## src/rtl/rv_regfile_pkg.sv

```systemverilog
// Shared types and sizes for the register-file writeback scheduler.
package rv_regfile_pkg;

    localparam int XLEN = 32;
    localparam int NREG = 32;
    localparam int AW   = 5;

    typedef logic [AW-1:0] reg_addr_t;

    localparam reg_addr_t REG_X0 = '0;

    // Port 0 is the ALU writeback path, port 1 the LSU writeback path.
    typedef enum logic {
        WB_ALU = 1'b0,
        WB_LSU = 1'b1
    } wb_port_e;

endpackage

```

## src/rtl/rr_arbiter2.sv

```systemverilog
// Two-way round-robin arbiter: a lone request always wins, a tie goes to the
// port that did not win the previous grant.
module rr_arbiter2
    import rv_regfile_pkg::*;
(
    input  logic       clk,
    input  logic       rst_n,
    input  logic [1:0] req,
    output logic [1:0] gnt
);

    wb_port_e last_grant;

    // Grant decode; ties resolved against the previous winner.
    always_comb begin
        gnt = 2'b00;
        case (req)
            2'b01:   gnt = 2'b01;
            2'b10:   gnt = 2'b10;
            2'b11:   gnt = (last_grant == WB_LSU) ? 2'b01 : 2'b10;
            default: gnt = 2'b00;
        endcase
    end

    // Remember the winner of every handshake; reset favours the ALU on the first tie.
    always_ff @(posedge clk) begin
        if (!rst_n) begin
            last_grant <= WB_LSU;
        end else if (|gnt) begin
            last_grant <= gnt[1] ? WB_LSU : WB_ALU;
        end
    end

endmodule

```

## src/rtl/regfile_wb_scheduler.sv

```systemverilog
// Shares the single register-file write port between the ALU and LSU
// writeback paths and tracks outstanding producers in a busy scoreboard.
module regfile_wb_scheduler
    import rv_regfile_pkg::*;
(
    input  logic            clk,
    input  logic            rst_n,
    input  logic            flush,
    input  logic            issue_valid,
    input  logic [AW-1:0]   issue_rd,
    input  logic [AW-1:0]   issue_rs1,
    input  logic [AW-1:0]   issue_rs2,
    output logic            rs1_busy,
    output logic            rs2_busy,
    output logic            rd_busy,
    input  logic            alu_wb_valid,
    output logic            alu_wb_ready,
    input  logic [AW-1:0]   alu_wb_rd,
    input  logic [XLEN-1:0] alu_wb_data,
    input  logic            lsu_wb_valid,
    output logic            lsu_wb_ready,
    input  logic [AW-1:0]   lsu_wb_rd,
    input  logic [XLEN-1:0] lsu_wb_data,
    output logic            rf_we,
    output logic [AW-1:0]   rf_waddr,
    output logic [XLEN-1:0] rf_wdata,
    output logic            sb_empty
);

    logic [1:0]      gnt;
    logic            handshake;
    reg_addr_t       win_rd;
    logic [XLEN-1:0] win_data;
    logic [NREG-1:0] busy;
    logic [NREG-1:0] busy_next;

    rr_arbiter2 u_arb (
        .clk   (clk),
        .rst_n (rst_n),
        .req   ({lsu_wb_valid, alu_wb_valid}),
        .gnt   (gnt)
    );

    assign alu_wb_ready = gnt[0];
    assign lsu_wb_ready = gnt[1];
    assign handshake    = |gnt;

    // Select the granted requester's destination and payload.
    always_comb begin
        win_rd   = gnt[1] ? lsu_wb_rd   : alu_wb_rd;
        win_data = gnt[1] ? lsu_wb_data : alu_wb_data;
    end

    // Write stage: register the winner; a write to x0 is accepted but never enabled.
    always_ff @(posedge clk) begin
        if (!rst_n) begin
            rf_we    <= 1'b0;
            rf_waddr <= '0;
            rf_wdata <= '0;
        end else if (handshake) begin
            rf_we    <= (win_rd != REG_X0);
            rf_waddr <= win_rd;
            rf_wdata <= win_data;
        end else begin
            rf_we    <= 1'b0;
        end
    end

    // Scoreboard next state: commit clears, flush wipes, and a new issue beats a same-cycle clear.
    always_comb begin
        busy_next = busy;
        if (rf_we) begin
            busy_next[rf_waddr] = 1'b0;
        end
        if (flush) begin
            busy_next = '0;
        end else if (issue_valid && (issue_rd != REG_X0)) begin
            busy_next[issue_rd] = 1'b1;
        end
        busy_next[0] = 1'b0;
    end

    // Scoreboard register.
    always_ff @(posedge clk) begin
        if (!rst_n) begin
            busy <= '0;
        end else begin
            busy <= busy_next;
        end
    end

    assign rs1_busy = busy[issue_rs1];
    assign rs2_busy = busy[issue_rs2];
    assign rd_busy  = busy[issue_rd];
    assign sb_empty = ~|busy;

endmodule

```

## config.mk

```make
export PLATFORM = sky130hd
export DESIGN_NAME = regfile_wb_scheduler
export DESIGN_NICKNAME = d
export VERILOG_FILES = /design/src/rtl/rv_regfile_pkg.sv /design/src/rtl/rr_arbiter2.sv /design/src/rtl/regfile_wb_scheduler.sv
export SDC_FILE = /design/constraint.sdc
export NUM_CORES = 1
export LEC_CHECK = 0
export BUFFER_PORTS_ARGS = -buffer_cell sky130_fd_sc_hd__buf_2
export CAP_MARGIN = 30
export CORE_MARGIN = 2
export CORE_UTILIZATION = 40
export CTS_CLUSTER_DIAMETER = 100
export DETAILED_ROUTE_END_ITERATION = 10
export PLACE_DENSITY = 0.71
export SYNTH_ARGS = -nofsm -noshare
export SYNTH_HDL_FRONTEND = slang
export SYNTH_SLANG_ARGS = --single-unit
```

## constraint.sdc

```tcl
create_clock -name clk -period 1.9 [get_ports clk]
set_clock_uncertainty 0.1 [all_clocks]
set_input_delay 0.19 -clock clk [delete_from_list [all_inputs] [get_ports clk]]
set_output_delay 0.19 -clock clk [all_outputs]
set_load 0.005 [all_outputs]
```

==> results.yml <==
floorplanning:
  die_area_um2: 11040
  ios: 139
  rows: 36
  die_h_um: 105.1
  fp.coreArea_um2: 9864
  start_util: 0.4141
  fp.dieW_um: 105.1
grt:
  grt.total_usage: 0.2549
  busiest_layer: "met2"
  grt_antenna_before_repair: 0
  met2_usage: 0.4309
  grt_pass1_wl_um: 22710
  grt_pass1_vias: 4591
  grt_max_degree: 42
  use_met1: 0.3073
  overflow: 0
  met3_usage: 0.06363
synthesis:
  synth_nets: 599
  yosys_warnings: 0
  synth_top_area_share: 0.3430
  syn_area_um2: 4085
  yosysTopAreaCell: "dfxtp_1"
  yosys-top-cells-area: "dfxtp_1 (34%), nand2_1 (7.6%), mux4_2 (7.2%)"
  synthTopCellsByCount: "nand2_1 (83), dfxtp_1 (70), nor2_1 (64)"
  synth_edf_count: 0
  synthArstFlopShare: 0
  synth.distinct_cells: 35
  yosysMostFrequentCell: "nand2_1"
  syn_inst: 504
  synth_ff_type: "dfxtp_1"
  yosys_register_bits: 70
  syn_area_per_cell_um2: 8.105
  yosysSeqAreaShare: 0.3430
place:
  dp.cells: 757
  place.gp.congestion: 0.9851
  dp_hpwl_um: 9540
  placed_area_um2: 4911
  portBuffers: 138
hold_path:
  min_path_cells: 3
  hold_path.class: "input port to flip-flop"
detailed_routing:
  avgRoutedWirePerCell_um: 17.56
  first_iter_violations: 348
  drcViolationCount: 0
  drt_wl_total_um: 14350
  viasPerCell: 5.777
  drtAntennaViolNets: 0
  via_count: 4720
  firstDrtPassIters: 5
timing:
  slew_headroom: 0.6991
  fmax_mhz: 511.2
  grt_setup_unrepaired: "true"
  holdWs_ns: 0.02445
  setup_viol: 3
  worst_slew_pin_slew_ns: 0.4514
  final.min_clock_period_ns: 1.956
  fin_ws_ns: -0.05617
  fin_crit_sh: 1.030
  final-hold-violation-count: 0
  drv_slew: 0
setup_path:
  cp-start-kind: "flip-flop"
  cp_data_arrival_time_ns: 1.67
  cp.required_ns: 1.61
  path_class: "flip-flop to output port"
  reg2regPathDepth: 7
  path_max_fanout: 5
  endpoint_kind: "output port"
cells_and_area:
  syn2layout_area_growth_pct: 40.64
  drive_above_1_share: 0.3728
  fin_nets: 774
  fin_area_um2: 5746
  n_antenna_cell: 0
  stdcell_count: 817
  fill_cells: 876
  post-route-util: 0.5824
  regArea_um2: 1449
  multiInputGateArea_um2: 2590
cts:
  cts.sink_count: 70
  cts.path.max_buffers: 2
  clk_pin_slew_ns: 0.08
  cts_root_buf: "clkbuf_8"
  worst_skew_pair.late_latency_ns: 0.36
  cts_buffers: 9
  cts_tree: "built"
  htreeDepth: 3
pwr:
  p_leak_nw: 2.415
  ir_drop_uv: 558.4
  power_density_nw_per_um2: 642.2
  finalPower_mw: 3.690
run_status:
  violations: "negative setup slack"
  status: "finished with violations"
flow_run:
  maxCapViolCount: 0
-- area by class of cell --
cell class / count / share of cell area
Tap cell: 133 / 0.02896
Inverter: 5 / 0.003920
Sequential cell: 70 / 0.2522
Clock buffer: 11 / 0.02287
Timing Repair inverter: 3 / 0.003920
Clock inverter: 5 / 0.01459
Multi-Input combinational cell: 390 / 0.4508
Timing Repair Buffer: 200 / 0.2228
-- metal layers --
metal,share of wire,vias up
met2,0.48,250
met5,0,-
met3,0.094,45
li1,-,2186
met4,0.030,0
met1,0.40,2239
-- worst paths after layout --
check	startpoint	endpoint	slack, ns
worst min register to register	busy[9]$_SDFF_PP0_	busy[9]$_SDFF_PP0_	0.42
worst max-delay path	busy[23]$_SDFF_PP0_	rs2_busy	-0.06
worst min-delay path	lsu_wb_data[1]	rf_wdata[1]$_SDFFE_PN0N_	0.02
worst max register to register	u_arb.last_grant$_SDFFE_PN1N_	rf_wdata[15]$_SDFFE_PN0N_	0.07
-- placed cells by master, fill, tap and decap left out, types with 3 or more instances in the layout --
master	instances
a21oi_1	37
a22oi_1	4
a22oi_2	4
a311oi_1	15
a311oi_2	5
buf_2	137
buf_4	22
clkbuf_8	9
clkinvlp_4	6
dfxtp_1	46
dfxtp_2	17
dfxtp_4	7
dlygate4sd3_1	37
inv_1	3
mux2_2	17
mux2i_1	20
mux4_2	13
nand2_1	82
nand2b_4	4
nand3_1	10
nand3b_1	22
nand4_1	5
nor2_1	64
nor2b_1	4
nor3_1	5
nor3b_1	4
nor4_1	6
o211ai_1	19
o21ai_0	32
-- registers in the layout, indices dropped and copies added (netlist names) --
| signal | flops |
|---|---|
| rf_wdata | 32 |
| busy | 31 |
| u_arb.last_grant | 1 |
| rf_waddr | 5 |
| rf_we | 1 |
-- power by group --
part / internal (mW) / switching, mW / leakage, nW
clock network: 0.742 / 0.602 / 0.0998
logic: 0.378 / 0.381 / 1.73
registers: 1.53 / 0.0564 / 0.589
-- what timing repair did --
item,CTS,global route
pin swaps,9,6
hold buffers,37,0
gates cloned,0,3
gates resized for setup,39,24
endpoints found under the hold margin,19,0
endpoints found under the setup margin,4,22
setup buffers,4,0
-- through the flow --
step                      TNS [ns]  setup WS [ns]
after global routing       -0.3387        -0.1155
after detailed placement         0         0.1218
final                      -0.1040       -0.05617
after floorplan                  0         0.3880
after global placement           0         0.1288
after CTS                  -0.1438       -0.07293
-- kinds of logic (layout without fill, tap and decap cells) --
logic type,count (synthesis),after routing,share of synthesized area
buf+inv,44,224,0.05084
mux,50,50,0.1675
flops,70,70,0.3430
compound gates,121,121,0.1868
simple gates,219,219,0.2518
-- critical path, stage by stage (launching register included) --
cell,delay (ns)
dfxtp_4,0.37
mux4_2,0.46
nand2b_4,0.15
o2111ai_2,0.09
nand4_1,0.11
buf_2,0.14
Power figures use the tool's default switching activity.
